**config.mk**
```make
export PLATFORM = sky130hd
export DESIGN_NAME = dffram_arbiter
export DESIGN_NICKNAME = d
export VERILOG_FILES = /design/src/rtl/dffram_arbiter.sv
export SDC_FILE = /design/constraint.sdc
export NUM_CORES = 1
export LEC_CHECK = 0
export ABC_AREA = 0
export CELL_PAD_IN_SITES_DETAIL_PLACEMENT = 2
export CELL_PAD_IN_SITES_GLOBAL_PLACEMENT = 2
export CORE_MARGIN = 2
export CORE_UTILIZATION = 10
export CTS_CLUSTER_DIAMETER = 50
export DETAILED_ROUTE_END_ITERATION = 16
export PLACE_DENSITY_LB_ADDON = 0.1
export SETUP_SLACK_MARGIN = 0.1
export SYNTH_ARGS = -nofsm -noshare
export SYNTH_HDL_FRONTEND = slang
export SYNTH_SLANG_ARGS = --single-unit
```
**constraint.sdc**
```tcl
create_clock -name clk_i -period 1.3 [get_ports clk_i]
set_input_delay 0.195 -clock clk_i [delete_from_list [all_inputs] [get_ports clk_i]]
set_output_delay 0.195 -clock clk_i [all_outputs]
set_load 0.02 [all_outputs]
```
**src/rtl/dffram_arbiter.sv**
```systemverilog
// Round-robin arbiter sharing one byte-masked sync SRAM
// between an instruction port (0) and a data port (1).
//
// Ports:
//   clk_i, rst_i          clock, sync active-high reset
//   req_i[1:0]            per-port request valid
//   addrN_i, weN_i        word address, write enable
//   beN_i, wdataN_i       byte enables, write data
//   gnt_o[1:0]            combinational grant (one-hot/zero)
//   rvalid_o, err_o       per-port response, one cycle later
//   rdata_o               shared response data
//   ram_en_o, ram_we_o    SRAM enable, byte write mask
//   ram_a_o, ram_di_o     SRAM address, write data
//   ram_do_i              SRAM read data (cycle after enable)
module dffram_arbiter #(
  parameter int AW    = 12,
  parameter int DW    = 32,
  parameter int DEPTH = 4096
) (
  input  logic            clk_i,
  input  logic            rst_i,
  input  logic [1:0]      req_i,
  input  logic [AW-1:0]   addr0_i,
  input  logic [AW-1:0]   addr1_i,
  input  logic            we0_i,
  input  logic            we1_i,
  input  logic [DW/8-1:0] be0_i,
  input  logic [DW/8-1:0] be1_i,
  input  logic [DW-1:0]   wdata0_i,
  input  logic [DW-1:0]   wdata1_i,
  output logic [1:0]      gnt_o,
  output logic [1:0]      rvalid_o,
  output logic [DW-1:0]   rdata_o,
  output logic [1:0]      err_o,
  output logic            ram_en_o,
  output logic [DW/8-1:0] ram_we_o,
  output logic [AW-1:0]   ram_a_o,
  output logic [DW-1:0]   ram_di_o,
  input  logic [DW-1:0]   ram_do_i
);

  localparam int BW = DW / 8;
  localparam logic [AW:0] DEPTH_W = (AW+1)'(DEPTH);

  logic            last_q, last_d;
  logic [1:0]      rsp_valid_q, rsp_valid_d;
  logic            rsp_err_q, rsp_err_d;
  logic            rsp_wr_q, rsp_wr_d;

  logic [1:0]      gnt;
  logic            any_gnt;
  logic            sel;
  logic [AW-1:0]   sel_addr;
  logic            sel_we;
  logic [BW-1:0]   sel_be;
  logic [DW-1:0]   sel_wdata;
  logic            oor;

  wire both  = req_i == 2'b11;
  wire only0 = req_i == 2'b01;
  wire only1 = req_i == 2'b10;

  always_comb begin
    gnt = 2'b00;
    if (!rst_i) begin
      unique case (1'b1)
        both:    gnt = last_q ? 2'b01 : 2'b10;
        only0:   gnt = 2'b01;
        only1:   gnt = 2'b10;
        default: gnt = 2'b00;
      endcase
    end
  end

  assign gnt_o   = gnt;
  assign any_gnt = |gnt;
  assign sel     = gnt[1];

  assign sel_addr  = sel ? addr1_i  : addr0_i;
  assign sel_we    = sel ? we1_i    : we0_i;
  assign sel_be    = sel ? be1_i    : be0_i;
  assign sel_wdata = sel ? wdata1_i : wdata0_i;

  assign oor = {1'b0, sel_addr} >= DEPTH_W;

  // Out-of-range accesses are granted but never reach the macro.
  assign ram_en_o = any_gnt & ~oor;
  assign ram_we_o = (ram_en_o && sel_we) ? sel_be : '0;
  assign ram_a_o  = any_gnt ? sel_addr  : '0;
  assign ram_di_o = any_gnt ? sel_wdata : '0;

  always_comb begin
    last_d      = any_gnt ? sel : last_q;
    rsp_valid_d = gnt;
    rsp_err_d   = any_gnt & oor;
    rsp_wr_d    = any_gnt & sel_we;
  end

  always_ff @(posedge clk_i) begin
    if (rst_i) begin
      last_q      <= 1'b1;
      rsp_valid_q <= 2'b00;
      rsp_err_q   <= 1'b0;
      rsp_wr_q    <= 1'b0;
    end else begin
      last_q      <= last_d;
      rsp_valid_q <= rsp_valid_d;
      rsp_err_q   <= rsp_err_d;
      rsp_wr_q    <= rsp_wr_d;
    end
  end

  // Responses are masked while reset is held so an access
  // granted just before reset is squashed immediately.
  logic rsp_live;
  assign rsp_live = ~rst_i & |rsp_valid_q;

  assign rvalid_o = rsp_live ? rsp_valid_q : 2'b00;
  assign err_o    = (rsp_live && rsp_err_q) ? rsp_valid_q : 2'b00;
  assign rdata_o  = (rsp_live && !rsp_err_q && !rsp_wr_q)
                  ? ram_do_i : '0;

endmodule

```
-- After elaboration in Yosys (flattened, before gate mapping)
Index checks and enable logic that the tools add are counted.
- bits in registers: 4
- logic and storage cells: 26
- input bits: 134
- latch bits: 0
- memories kept: 0
- RAM bits: 0
- output and inout port bits: 87
- memory bits (read-only): 0
- multiply operators: 0
- bitwise operators: 3
- reduce and logical (&&, ||, !) cells: 5
- order comparisons: 0
- add/subtract/negate cells: 0
- shift-type cells: 0
- muxes and demuxes: 12
- eq/ne operators: 3
- divide/modulo/power cells: 0
- operator list (kind ; count):
    2-to-1 mux 32 bit ; 3
    2-to-1 mux 12 bit ; 2
    2-to-1 mux 4 bit ; 2
    2-to-1 mux 2 bit ; 3
    one-hot mux 2 bit (3 select lines) ; 1
    equality test 2 bit, second input constant ; 2
    OR reduction 2 bit ; 2
    AND 1 bit ; 2
    equality test 2 x 1 -> 1 bit, second input constant ; 1
    logical AND 1 bit ; 2
    zero test 1 bit ; 1
    2-to-1 mux 1 bit ; 1
    NOT 1 bit ; 1

-- Logic depth before layout (Yosys ltp)
- depth in word-level cells: 6
- gate-level depth with buffers: 5
- mapped depth without buffers: 3

-- Worst setup path after synthesis
Ideal clock, no wire load.
- path kind: reg2out
- start point: register last_q
- end point: output ram_di_o[30]
- stages on the path, launching flop included: 6
- arrival time: 1.209 ns
- setup slack: -0.104 ns
- required time: 1.105 ns
- buffers on the path: 2
- cell sequence: dfxtp_1 a21boi_2 buf_4 buf_6 nand3b_1 a21oi_1
- cells in the longest elaborated chain, start to end: 5
- elaborated cells between the ends (all ways): 6
- those cells by class: mux (5); reduce/logical (1)
- ends and longest elaborated chain (what ; line ; RTL):
    start: declaration ; 45 ; logic last_q, last_d;
    start signal: assignment ; 106 ; last_q <= last_d;
    2-to-1 mux 2 bit * ; 67 ; both: gnt = last_q ? 2'b01 : 2'b10;
    one-hot mux 2 bit (3 select lines) * ; 66 ; unique case (1'b1)
    2-to-1 mux 2 bit * ; 65 ; if (!rst_i) begin
    2-to-1 mux 32 bit or OR reduction 2 bit (tied branches) ; 82, 76 ;
    2-to-1 mux 32 bit * ; 90 ; assign ram_di_o = any_gnt ? sel_wdata : '0;
    end: declaration ; 38 ; output logic [DW-1:0] ram_di_o,
Mark *: on every way between the ends. The rest lies on a longest branch, timed or not.

-- Final worst setup path
Same ends and word-level chain as after synthesis.

==> results <==
-- flip-flops by register name (all words and copies together) (netlist names) --
name and cells:
rsp_valid_q 2, rsp_wr_q 1, last_q 1
-- cell families after synthesis --
family,after synthesis,synth area share
other,1,0.00260
and+or+nand+nor,90,0.425
DFF,4,0.0556
buffers and inverters,33,0.114
AOI/OAI and AO/OA,102,0.403
-- metal layers --
| metal | GRT usage | vias up |
|---|---|---|
| li1 | - | 1330 |
| met2 | 0.255 | 136 |
| met4 | 0.0162 | 0 |
| met1 | 0.152 | 1313 |
| met5 | 0 | - |
| met3 | 0.0600 | 6 |
-- worst min-delay path, cell delays in order --
cell and delay [ps]:
buf_6 90, a21oi_2 60, o21ai_0 50
-- path summary, 6_finish.rpt --
check / cells after the start / to / slack (ps)
worst max-delay path: 6 / ram_di_o[30] / -460
worst min-delay path: 3 / last_q / 210
worst max register to register: 7 / rsp_wr_q / -20
worst min register to register: 2 / last_q / 570
-- cells in the mapped netlist --
library cell	count	area share
nand3b_1	48	0.25
a21oi_1	45	0.16
o21ai_0	45	0.16
and2_1	34	0.15
clkbuf_1	17	0.044
buf_2	8	0.028
a211oi_2	4	0.035
buf_4	4	0.021
dfxtp_1	4	0.056
nor2_1	4	0.010
o21ai_1	4	0.014
buf_6	2	0.016
inv_1	2	0.0052
nor2b_1	2	0.0087
a21bo_2	1	0.0070
a21boi_2	1	0.0078
a32oi_4	1	0.019
conb_1	1	0.0026
nand2b_1	1	0.0043
nor3_1	1	0.0035
o21bai_2	1	0.0078
-- layout make-up --
type                    count  area share
multi-input cells         194       0.350
inverters                   2     0.00138
flip-flops and latches      4      0.0161
well taps                 180      0.0413
clock buffers               3      0.0138
repair buffers            281       0.577
-- per-stage QoR --
stage          utilization  setup TNS, ps  hold slack, ps  power, µW  cells
2_1_floorplan            -          -34.7             288        858    231
3_3_place_gp         0.327         -67710             523       1740    632
3_5_place_dp         0.327         -70190             543       1770    632
4_1_cts              0.372         -29400             206       2530    657
5_1_grt              0.390         -34610             244       2760    664
6_report             0.390         -28680             212       2600    664
-- report_power, final --
group,switching (µW),total (µW),internal [µW],leakage (µW)
combinational,833,1980,1140,0.00195
clock,87.1,480,393,0.0000370
sequential,9.87,143,133,0.0000343
total,930,2600,1670,0.00202
-- what timing repair did --
item	4_1_cts	5_1_grt
resized for setup	549	55
cloned	5	4
setup endpoints to repair	87	86
hold buffers	0	0
setup buffers	17	5
pin swaps	37	44
==> impl_metrics.yaml <==
routing:
  top_layer_used: "met4"
  drt-pass1-iter-count: 4
  wl_met2_um: 5920
  drt_wl_total_um: 11700
  remaining_drc_errors: 0
  viasPerCell: 4.19
  vias: 2785
  ant_nets: 0
  met3_length_um: 1430
  wl_met1_um: 4280
  drt-wirelength-per-cell_um: 17.6
  drtIter0Drc: 30
setup_path:
  critPathSlowestCell: "dfxtp_4"
  critical-path-max-stage-delay_ps: 360
  path_class: "flip-flop to primary output"
  crit_required_ps: 1110
  worstSetupStartpointType: "flip-flop"
  crit_path_max_fanout: 11
  cpLargestDelayFamily: "compound AO/OA/AOI/OAI gates"
  end_kind: "primary output"
  reg2reg_from: "last_q"
  path_buf_inv: 3
  crit_arrival_ps: 1560
  startpoint: "last_q"
  crit_chain: "a21bo_4 > buf_12 > o21ai_0 > buf_4 > a21oi_4 > buf_6"
place:
  place_area_um2: 4580
  io_buffers: 218
  dp_hpwl_um: 8250
  place_congestion: 0.688
  place_ws_ps: -1110
floorplan:
  core_um2: 14000
  die_y_um: 124
  die_x_um: 124
  die_area_um2: 15400
  fp-row-count: 43
  start_util: 0.103
  boundaryPins: 221
flow_run:
  maxCapViolations: 0
sta:
  rsz0062_at_grt: "true"
  skew_ps: 3.09
  finalWorstPathRequiredPeriod_ps: 1760
  hold_viol_final: 0
  clock.fmax_ghz: 0.570
  setup_slack_ps: -455
  setup_viol: 82
  finalCritPeriodShare: 1.35
  slew_viol_final: 0
run_status:
  violations: "negative setup slack"
  outcome: "finished, violations left"
synth:
  synth_area_um2: 1440
  syn_inst: 230
  ys_seq_area_frac: 0.0556
  ys_warn_count: 0
  syn_area_per_cell_um2: 6.26
  yosysUniqueCellTypes: 21
  synth_seq_cells: 4
clocking:
  clkLatencyLatePin_ps: 220
  htree_levels: 1
  clockBufferDepth: 2
  clkSlewWorstSetupHoldPaths_ps: 30
  tritoncts: "done"
  clock-sinks: 4
  cts-root-buf: "clkbuf_16"
  cts_made_buffers: 3
global_routing:
  grt_pass1_vias: 2987
  grt_pass1_wl_um: 16800
  track_usage: 0.139
  grt_overflow: 0
  grt_start_max_net_pins: 57
  antenna_found_initial: 0
final_layout:
  mostFrequentLayoutCell: "clkdlybuf4s50_1"
  multi_input_area_um2: 1910
  fin_area_um2: 5450
  final_nets: 620
  seq_area_um2: 87.6
  area_delta_synth_final_pct: 279
  drive_above_1_share: 0.543
  nFillCells: 1507
  num_antenna_cells: 0
  final_cell_mix: "130 x clkdlybuf4s50_1, 93 x buf_6, 48 x nand3b_1"
worst_hold_path:
  hp-class: "input port to flip-flop"
  min_from: "req_i[1]"
power:
  p_leak_uw: 0.00202
  pwr_density_cell_nw_per_um2: 477
  vdd_drop_max_v: 0.000312
Note: power is estimated with default switching activity, not from simulation.
